**config.mk**
```make
export PLATFORM = sky130hd
export DESIGN_NAME = exec_sequencer
export DESIGN_NICKNAME = d
export VERILOG_FILES = /design/src/rtl/exec_sequencer_pkg.sv /design/src/rtl/seq_op_class.sv /design/src/rtl/exec_sequencer.sv
export SDC_FILE = /design/constraint.sdc
export NUM_CORES = 1
export LEC_CHECK = 0
export CORE_MARGIN = 2
export CORE_UTILIZATION = 50
export DETAILED_ROUTE_END_ITERATION = 10
export GPL_ROUTABILITY_DRIVEN = 0
export PLACE_DENSITY = 0.83
export SLEW_MARGIN = 10
export SYNTH_ARGS = -nofsm -noshare
export SYNTH_HDL_FRONTEND = slang
export SYNTH_HIERARCHICAL = 1
export SYNTH_SLANG_ARGS = --single-unit
```
**constraint.sdc**
```tcl
create_clock -name clk -period 4.5 [get_ports clk]
set_clock_uncertainty 0.15 [all_clocks]
set_input_delay 1.125 -clock clk [delete_from_list [all_inputs] [get_ports clk]]
set_output_delay 1.125 -clock clk [all_outputs]
set_load 0.02 [all_outputs]
```
**src/rtl/exec_sequencer_pkg.sv**
```systemverilog
// rtl/exec_sequencer_pkg.sv - sequencer state encoding and instruction opcodes
package exec_sequencer_pkg;

    localparam int OPC_W = 6;
    localparam int TMO_W = 8;

    typedef enum logic [2:0] {
        SEQ_FETCH  = 3'd0,
        SEQ_DECODE = 3'd1,
        SEQ_MEM    = 3'd2,
        SEQ_MULDIV = 3'd3,
        SEQ_IRQ    = 3'd4,
        SEQ_ILLOP  = 3'd5,
        SEQ_FAULT  = 3'd6
    } seq_state_e;

    localparam logic [OPC_W-1:0] OP_LD     = 6'h18;
    localparam logic [OPC_W-1:0] OP_ST     = 6'h19;
    localparam logic [OPC_W-1:0] OP_JMP    = 6'h1B;
    localparam logic [OPC_W-1:0] OP_BEQ    = 6'h1C;
    localparam logic [OPC_W-1:0] OP_BNE    = 6'h1D;
    localparam logic [OPC_W-1:0] OP_LDR    = 6'h1F;
    localparam logic [OPC_W-1:0] OP_ADD    = 6'h20;
    localparam logic [OPC_W-1:0] OP_SUB    = 6'h21;
    localparam logic [OPC_W-1:0] OP_MUL    = 6'h22;
    localparam logic [OPC_W-1:0] OP_DIV    = 6'h23;
    localparam logic [OPC_W-1:0] OP_CMPEQ  = 6'h24;
    localparam logic [OPC_W-1:0] OP_CMPLT  = 6'h25;
    localparam logic [OPC_W-1:0] OP_CMPLE  = 6'h26;
    localparam logic [OPC_W-1:0] OP_AND    = 6'h28;
    localparam logic [OPC_W-1:0] OP_OR     = 6'h29;
    localparam logic [OPC_W-1:0] OP_XOR    = 6'h2A;
    localparam logic [OPC_W-1:0] OP_XNOR   = 6'h2B;
    localparam logic [OPC_W-1:0] OP_SHL    = 6'h2C;
    localparam logic [OPC_W-1:0] OP_SHR    = 6'h2D;
    localparam logic [OPC_W-1:0] OP_SRA    = 6'h2E;
    localparam logic [OPC_W-1:0] OP_ADDC   = 6'h30;
    localparam logic [OPC_W-1:0] OP_SUBC   = 6'h31;
    localparam logic [OPC_W-1:0] OP_MULC   = 6'h32;
    localparam logic [OPC_W-1:0] OP_DIVC   = 6'h33;
    localparam logic [OPC_W-1:0] OP_CMPEQC = 6'h34;
    localparam logic [OPC_W-1:0] OP_CMPLTC = 6'h35;
    localparam logic [OPC_W-1:0] OP_CMPLEC = 6'h36;
    localparam logic [OPC_W-1:0] OP_ANDC   = 6'h38;
    localparam logic [OPC_W-1:0] OP_ORC    = 6'h39;
    localparam logic [OPC_W-1:0] OP_XORC   = 6'h3A;
    localparam logic [OPC_W-1:0] OP_XNORC  = 6'h3B;
    localparam logic [OPC_W-1:0] OP_SHLC   = 6'h3C;
    localparam logic [OPC_W-1:0] OP_SHRC   = 6'h3D;
    localparam logic [OPC_W-1:0] OP_SRAC   = 6'h3E;

endpackage

```
**src/rtl/seq_op_class.sv**
```systemverilog
// rtl/seq_op_class.sv - combinational opcode classifier for the exec sequencer
module seq_op_class
    import exec_sequencer_pkg::*;
#(
    parameter int OP_W = OPC_W
) (
    input  logic [OP_W-1:0] op,
    output logic            is_mem,
    output logic            is_md,
    output logic            is_st,
    output logic            is_legal
);

    always_comb begin
        is_mem   = 1'b0;
        is_md    = 1'b0;
        is_st    = 1'b0;
        is_legal = 1'b1;
        case (op)
            OP_LD, OP_LDR: is_mem = 1'b1;
            OP_ST: begin
                is_mem = 1'b1;
                is_st  = 1'b1;
            end
            OP_MUL, OP_DIV, OP_MULC, OP_DIVC: is_md = 1'b1;
            OP_JMP, OP_BEQ, OP_BNE,
            OP_ADD, OP_SUB, OP_CMPEQ, OP_CMPLT, OP_CMPLE,
            OP_AND, OP_OR, OP_XOR, OP_XNOR, OP_SHL, OP_SHR, OP_SRA,
            OP_ADDC, OP_SUBC, OP_CMPEQC, OP_CMPLTC, OP_CMPLEC,
            OP_ANDC, OP_ORC, OP_XORC, OP_XNORC, OP_SHLC, OP_SHRC, OP_SRAC: is_legal = 1'b1;
            default: is_legal = 1'b0;
        endcase
    end

endmodule

```
**src/rtl/exec_sequencer.sv**
```systemverilog
// rtl/exec_sequencer.sv - multi-cycle fetch/decode/execute sequencer with shared memory port
module exec_sequencer
    import exec_sequencer_pkg::*;
#(
    parameter int MEM_TIMEOUT = 16,
    parameter int OP_W        = OPC_W
) (
    input  logic            clk,
    input  logic            reset_n,
    input  logic [OP_W-1:0] op,
    input  logic            irq,
    input  logic            sup,
    input  logic            mem_ack,
    input  logic            md_done,
    output logic            mem_req,
    output logic            mem_we,
    output logic            addr_sel,
    output logic            ir_load,
    output logic            md_start,
    output logic            werf_en,
    output logic            pc_en,
    output logic            irq_take,
    output logic            illop,
    output logic            bus_fault,
    output logic [2:0]      state
);

    seq_state_e        state_q;
    logic              irq_pend_q;
    logic              md_first_q;
    logic [TMO_W-1:0]  tmo_q;

    logic is_mem, is_md, is_st, is_legal;
    logic in_req, tmo_hit, take_irq, alu_done;

    seq_op_class #(.OP_W(OP_W)) u_op_class (
        .op       (op),
        .is_mem   (is_mem),
        .is_md    (is_md),
        .is_st    (is_st),
        .is_legal (is_legal)
    );

    assign in_req   = (state_q == SEQ_FETCH) || (state_q == SEQ_MEM);
    // The cycle that would bring the count to MEM_TIMEOUT-1 faults unless mem_ack lands in it.
    assign tmo_hit  = in_req && !mem_ack && (tmo_q == TMO_W'(MEM_TIMEOUT - 2));
    assign take_irq = irq_pend_q && !sup;
    assign alu_done = !take_irq && !is_mem && !is_md && is_legal;

    always_ff @(posedge clk or negedge reset_n) begin
        if (!reset_n) begin
            state_q    <= SEQ_FETCH;
            irq_pend_q <= 1'b0;
            md_first_q <= 1'b0;
            tmo_q      <= '0;
        end else begin
            irq_pend_q <= irq || (irq_pend_q && (state_q != SEQ_IRQ));
            tmo_q      <= (in_req && !mem_ack && !tmo_hit) ? tmo_q + 1'b1 : '0;
            md_first_q <= 1'b0;
            case (state_q)
                SEQ_FETCH: begin
                    if (mem_ack)      state_q <= SEQ_DECODE;
                    else if (tmo_hit) state_q <= SEQ_FAULT;
                end
                SEQ_DECODE: begin
                    if (take_irq)      state_q <= SEQ_IRQ;
                    else if (is_mem)   state_q <= SEQ_MEM;
                    else if (is_md) begin
                        state_q    <= SEQ_MULDIV;
                        md_first_q <= 1'b1;
                    end
                    else if (is_legal) state_q <= SEQ_FETCH;
                    else               state_q <= SEQ_ILLOP;
                end
                SEQ_MEM: begin
                    if (mem_ack)      state_q <= SEQ_FETCH;
                    else if (tmo_hit) state_q <= SEQ_FAULT;
                end
                SEQ_MULDIV: begin
                    if (md_done) state_q <= SEQ_FETCH;
                end
                default: state_q <= SEQ_FETCH;
            endcase
        end
    end

    // Outputs follow state; reset_n gates them so the port drops the moment reset asserts.
    always_comb begin
        mem_req   = 1'b0;
        mem_we    = 1'b0;
        addr_sel  = 1'b0;
        ir_load   = 1'b0;
        md_start  = 1'b0;
        werf_en   = 1'b0;
        pc_en     = 1'b0;
        irq_take  = 1'b0;
        illop     = 1'b0;
        bus_fault = 1'b0;
        if (reset_n) begin
            case (state_q)
                SEQ_FETCH: begin
                    mem_req = 1'b1;
                    ir_load = mem_ack;
                end
                SEQ_DECODE: begin
                    werf_en = alu_done;
                    pc_en   = alu_done;
                end
                SEQ_MEM: begin
                    mem_req  = 1'b1;
                    addr_sel = 1'b1;
                    mem_we   = is_st;
                    werf_en  = mem_ack && !is_st;
                    pc_en    = mem_ack;
                end
                SEQ_MULDIV: begin
                    md_start = md_first_q;
                    werf_en  = md_done;
                    pc_en    = md_done;
                end
                SEQ_IRQ: begin
                    irq_take = 1'b1;
                    werf_en  = 1'b1;
                    pc_en    = 1'b1;
                end
                SEQ_ILLOP: begin
                    illop   = 1'b1;
                    werf_en = 1'b1;
                    pc_en   = 1'b1;
                end
                SEQ_FAULT: begin
                    bus_fault = 1'b1;
                    illop     = 1'b1;
                    werf_en   = 1'b1;
                    pc_en     = 1'b1;
                end
                default: ;
            endcase
        end
    end

    assign state = reset_n ? state_q : SEQ_FETCH;

endmodule

```
======== Word-level counts from Yosys, hierarchy flattened ========
Cells that the tools add are included.
storage, ports and cells
  flip-flop bits (word level) ............. 13
operators by class
  add/subtract/negate cells ............... 1
  equality and inequality tests ........... 43
  mux-type cells .......................... 39
  reductions and logical operators ........ 25
operator list
  kind                                                             number
  6-bit == test, second input constant                             28
  6-bit by 5-bit == test with 1-bit output, second input constant  6
  34-bit OR reduction                                              1
  3-bit 2-to-1 mux                                                 9
  1-bit 2-to-1 mux                                                 26
  3-bit one-hot mux with 4 select lines                            1
  3-bit == test, second input constant                             3
  1-bit logical AND                                                9
  8-bit by 1-bit adder with 8-bit output, second input constant    1
  8-bit by 4-bit == test with 1-bit output, second input constant  1
  8-bit 2-to-1 mux                                                 1
  1-bit one-hot mux with 4 select lines                            2
  1-bit logical NOT                                                7
  3-bit by 2-bit == test with 1-bit output, second input constant  2
  3-bit OR reduction                                               2
  2-bit OR reduction                                               2
  4-bit OR reduction                                               1
  3-bit by 1-bit == test with 1-bit output, second input constant  1
  3-bit logical NOT                                                1
  3-bit != test, second input constant                             1
  1-bit logical OR                                                 2
  2-bit != test, second input constant                             1

======== Longest topological paths before layout ========
  depth after elaboration ................. 9
  gate-level depth with buffers ........... 5

======== Cells and area by module ========
Netlist, hierarchy kept.
modules (own cells, without submodules)
  module          instances  cells each  area an instance (um^2)
  exec_sequencer  1          89          803.3
  seq_op_class    1          12          72.6

======== Least setup slack after synthesis ========
No wires, ideal clock.
  path kind ............................... input to output
  start ................................... input op[2]
  end ..................................... output pc_en
  arrival ................................. 2126 ps
  data required time ...................... 3225 ps
  path slack .............................. 1099 ps
  cell stages on the path ................. 4
  buffers on the path ..................... 0
  cells stage by stage .................... and4_1 nor3_1 nand4_1 a31oi_1
on the way
  elaborated cells on any way between the ends .. 47
  classes of those cells .................. eq/ne: 34; mux: 5; reduce/logical: 8
RTL lines
  element                                                                    RTL line               text
  start, declared                                                            exec_sequencer.sv:10   input logic [OP_W-1:0] op,
  6-bit by 5-bit == test with 1-bit output or 6-bit == test (tied branches)  seq_op_class.sv:19     case (op)
  34-bit OR reduction (no line) *                                            -
  1-bit 2-to-1 mux *                                                         seq_op_class.sv:19
  net is_legal                                                               exec_sequencer.sv:33   logic is_mem, is_md, is_st, is_legal;
  1-bit logical AND *                                                        exec_sequencer.sv:48   assign alu_done = !take_irq && !is_mem && !is_md && is_legal;
  1-bit one-hot mux with 4 select lines *                                    exec_sequencer.sv:100  case (state_q)
  1-bit 2-to-1 mux *                                                         exec_sequencer.sv:99   if (reset_n) begin
  end, declared                                                              exec_sequencer.sv:21   output logic pc_en,
Mark *: on every way through the listed nets, which the timed path passes. The rest lies on a longest branch.

======== Final worst setup path ========
  start ................................... input op[1]
  end ..................................... output pc_en
on the way
  longest elaborated chain between the ends .. 9
  elaborated cells on any way between the ends .. 47
  classes of those cells .................. eq/ne: 34; mux: 5; reduce/logical: 8
RTL lines
  element                                   RTL line
  6-bit by 5-bit == test with 1-bit output  seq_op_class.sv:19
  3-bit OR reduction (no line) *            -
  1-bit 2-to-1 mux *                        seq_op_class.sv:19
  net is_mem                                exec_sequencer.sv:33
  1-bit logical NOT *                       exec_sequencer.sv:48
  1-bit logical AND * (3 in series)         exec_sequencer.sv:48
  1-bit one-hot mux with 4 select lines *   exec_sequencer.sv:100
  1-bit 2-to-1 mux *                        exec_sequencer.sv:99
Marked as above.

==> impl_metrics.json <==
{
  "avgRoutedWirePerCell_um": 12.5,
  "cts_sinks": 13,
  "report.final.slew_viol_count": 0,
  "postSynth.topFlopCell": "sky130_fd_sc_hd__dfrtp_1",
  "path_clk_slew_ns": 0.07,
  "cts_inserted_buffers": 3,
  "synth_area_per_cell_um2": 8.67,
  "mappedNetlistArea_um2": 876,
  "synth_fp_nets": 115,
  "synth_enable_flop_cells": 0,
  "seq_area_frac_synth_pct": 37.1,
  "dpl_worst_slack_ns": 0.121,
  "yosysWarningCount": 6,
  "area_growth_syn_to_layout_pct": 33.6,
  "cts_htree_levels": 1,
  "worstHoldStart": "irq_pend_q",
  "routed_wl_um": 1810,
  "route.detailed.drc": 0,
  "max_cap_violations": 0,
  "detail-route-antenna-nets": 0,
  "drive_above_1_share_pct": 7.03,
  "worstPathArrival_ns": 3.06,
  "worst_r2r_endpoint": "state_q[2]",
  "setup.reg_to_reg.worst_slack_ns": 2.78,
  "hold-path-endpoint": "irq_pend_q",
  "initial_core_util_pct": 51.9,
  "worstPathRequired_ns": 3.22,
  "critical_path.max_fanout": 5,
  "dr.pass1.iters": 4,
  "grtUsageTotal_pct": 19.4,
  "startpoint_types": "input port",
  "peakVddDrop_uv": 284,
  "drt_iter0_drc": 20,
  "setup_violations": 0,
  "design.die.area_um2": 2100,
  "final.min_clock_period_ns": 4.34,
  "crit-reg2reg-launch": "state_q[0]",
  "postSynthRegisterBits": 13,
  "die-height_um": 45.9,
  "post-synth-top-area-fraction_pct": 37.1,
  "power_leakage_nw": 0.472,
  "vias_in_the_first_global_route": 653,
  "timing.reg2reg.worst_path_depth": 3,
  "clockRootBuffer": "sky130_fd_sc_hd__clkbuf_4",
  "yosysMostFrequentCell": "sky130_fd_sc_hd__dfrtp_1",
  "detailed_place_hpwl_um": 1390,
  "yosysUniqueCellTypes": 37,
  "power_per_cell_area_nw_per_um2": 357,
  "dieWidth_um": 45.9,
  "clk_latency_ns": 0.27,
  "final.setup.tns_ns": 0,
  "grt_first_pass_wirelength_um": 2920,
  "gr-total-overflow": 0,
  "period_share_pct": 96.4,
  "rows": 15,
  "post_synth_inst_count": 101,
  "layout.filler_cells": 135,
  "tritoncts": "done",
  "leading_cell_types_by_total_area_after_synthesis": "sky130_fd_sc_hd__dfrtp_1 37%, sky130_fd_sc_hd__nand3_1 4.6%, sky130_fd_sc_hd__or3_1 4.3%",
  "worst-slew-pin-transition_ns": 0.428,
  "critPathKind": "in -> out",
  "coreArea_um2": 1690,
  "timing.final.ws_setup_ns": 0.164,
  "routed_via_density": 5.73,
  "rsz0062_at_grt": "no",
  "antenna_cells_inserted": 0,
  "status": "complete, no violations",
  "hold_violations": 0,
  "cts_max_path_buffers": 2,
  "io_pins": 25,
  "postSynth.asyncResetShare_pct": 100,
  "grt_antenna_before_repair": 0,
  "max_freq_ghz": 0.231,
  "cts_hold_buffers": 0,
  "finish.net_count": 143,
  "synth_common_cells": "13 x sky130_fd_sc_hd__dfrtp_1, 9 x sky130_fd_sc_hd__nor2_1, 8 x sky130_fd_sc_hd__nand3_1",
  "placement.io_buffers": 24,
  "synth_top_area_cell": "sky130_fd_sc_hd__dfrtp_1",
  "timing.hold.worst_path_depth": 1,
  "max-slew-margin-rel_pct": 71.5,
  "endpoint_kind_of_the_worst_setup_timing_path": "output port",
  "routed-via-count": 831,
  "hold_path.class": "reg -> reg",
  "grt_start_max_net_pins": 16
}
## cells by family after synthesis
kind of cell	synth area share, %
xor gates and xnor gates	4.00
AOI/OAI and AO/OA	13.6
muxes	1.14
adders and majority gates	2.86
DFF	37.1
buffers and inverters	3.28
and+or+nand+nor	38.0
## placed cells by master (no fill, tap or decap), drive strengths merged, types with 3 or more instances in the layout
master	Yosys	routed
nand2	6	6
a21oi	6	6
nor2	9	9
nand3	8	8
clkbuf	1	4
clkdlybuf4s50	0	24
nor3b	4	4
dfrtp	13	13
nor3	4	4
inv	4	4
or3	7	7
and2	4	4
o21ai	3	3
## worst max-delay path, cell delays in order
cell                              delay, ns
sky130_fd_sc_hd__clkdlybuf4s50_1       0.53
sky130_fd_sc_hd__or2_1                 0.16
sky130_fd_sc_hd__a21oi_1               0.12
sky130_fd_sc_hd__nor2_1                0.17
sky130_fd_sc_hd__nand4_1               0.14
sky130_fd_sc_hd__a31oi_1               0.19
sky130_fd_sc_hd__clkdlybuf4s50_1       0.62
## per-layer routing
layer | wire [µm] | part of all wire (%) | track usage [%]
met1 | 872 | 48 | 24.9
met2 | 852 | 47 | 30.6
met3 | 71 | 3.9 | 7.14
met4 | 17 | 0.94 | 5.14
met5 | 0 | 0 | 0
## stage by stage
| step | cell area (µm²) | hold WS [ns] | instances | total power, W | utilization (%) |
|---|---|---|---|---|---|
| after floorplan | 876 | 0.300 | 101 | 0.000285 | - |
| after global placement | 1140 | 0.314 | 141 | 0.000348 | 67.4 |
| after detailed placement | 1140 | 0.319 | 141 | 0.000350 | 67.4 |
| after CTS | 1160 | 0.336 | 145 | 0.000419 | 69.0 |
| after global routing | 1170 | 0.352 | 145 | 0.000452 | 69.3 |
| final | 1170 | 0.330 | 145 | 0.000417 | 69.3 |
## worst max path at each step
stage           from    end  slack (ns)  cells past startpoint
2_1_floorplan  op[2]  pc_en        1.10                      4
3_3_place_gp   op[5]  pc_en        0.18                      6
3_5_place_dp   op[5]  pc_en        0.12                      6
4_1_cts        op[5]  pc_en        0.11                      6
5_1_grt        op[1]  pc_en        0.02                      7
6_report       op[1]  pc_en        0.16                      7
## report_power, final
part | internal [W] | switching, W
clock | 0.0000343 | 0.0000336
sequential | 0.000135 | 0.0000398
combinational | 0.0000865 | 0.0000882
## final cells by class
| class | count | area, µm² | share of cell area, % |
|---|---|---|---|
| Inverter | 4 | 15.0 | 1.28 |
| Multi-Input combinational cell | 81 | 527 | 45.0 |
| Clock buffer | 4 | 26.3 | 2.25 |
| Tap cell | 17 | 21.3 | 1.82 |
| Timing Repair Buffer | 26 | 255 | 21.8 |
| Sequential cell | 13 | 325 | 27.8 |
## flip-flops by register name, indices dropped and copies added (netlist names)
signal      count
tmo_q           8
state_q         3
irq_pend_q      1
md_first_q      1
## what timing repair did
| action | in CTS | in global routing |
|---|---|---|
| endpoints found under the setup margin | 0 | 2 |
| setup buffers | 0 | 0 |
| resized for setup | 0 | 1 |
(Power assumes the default switching activity.)
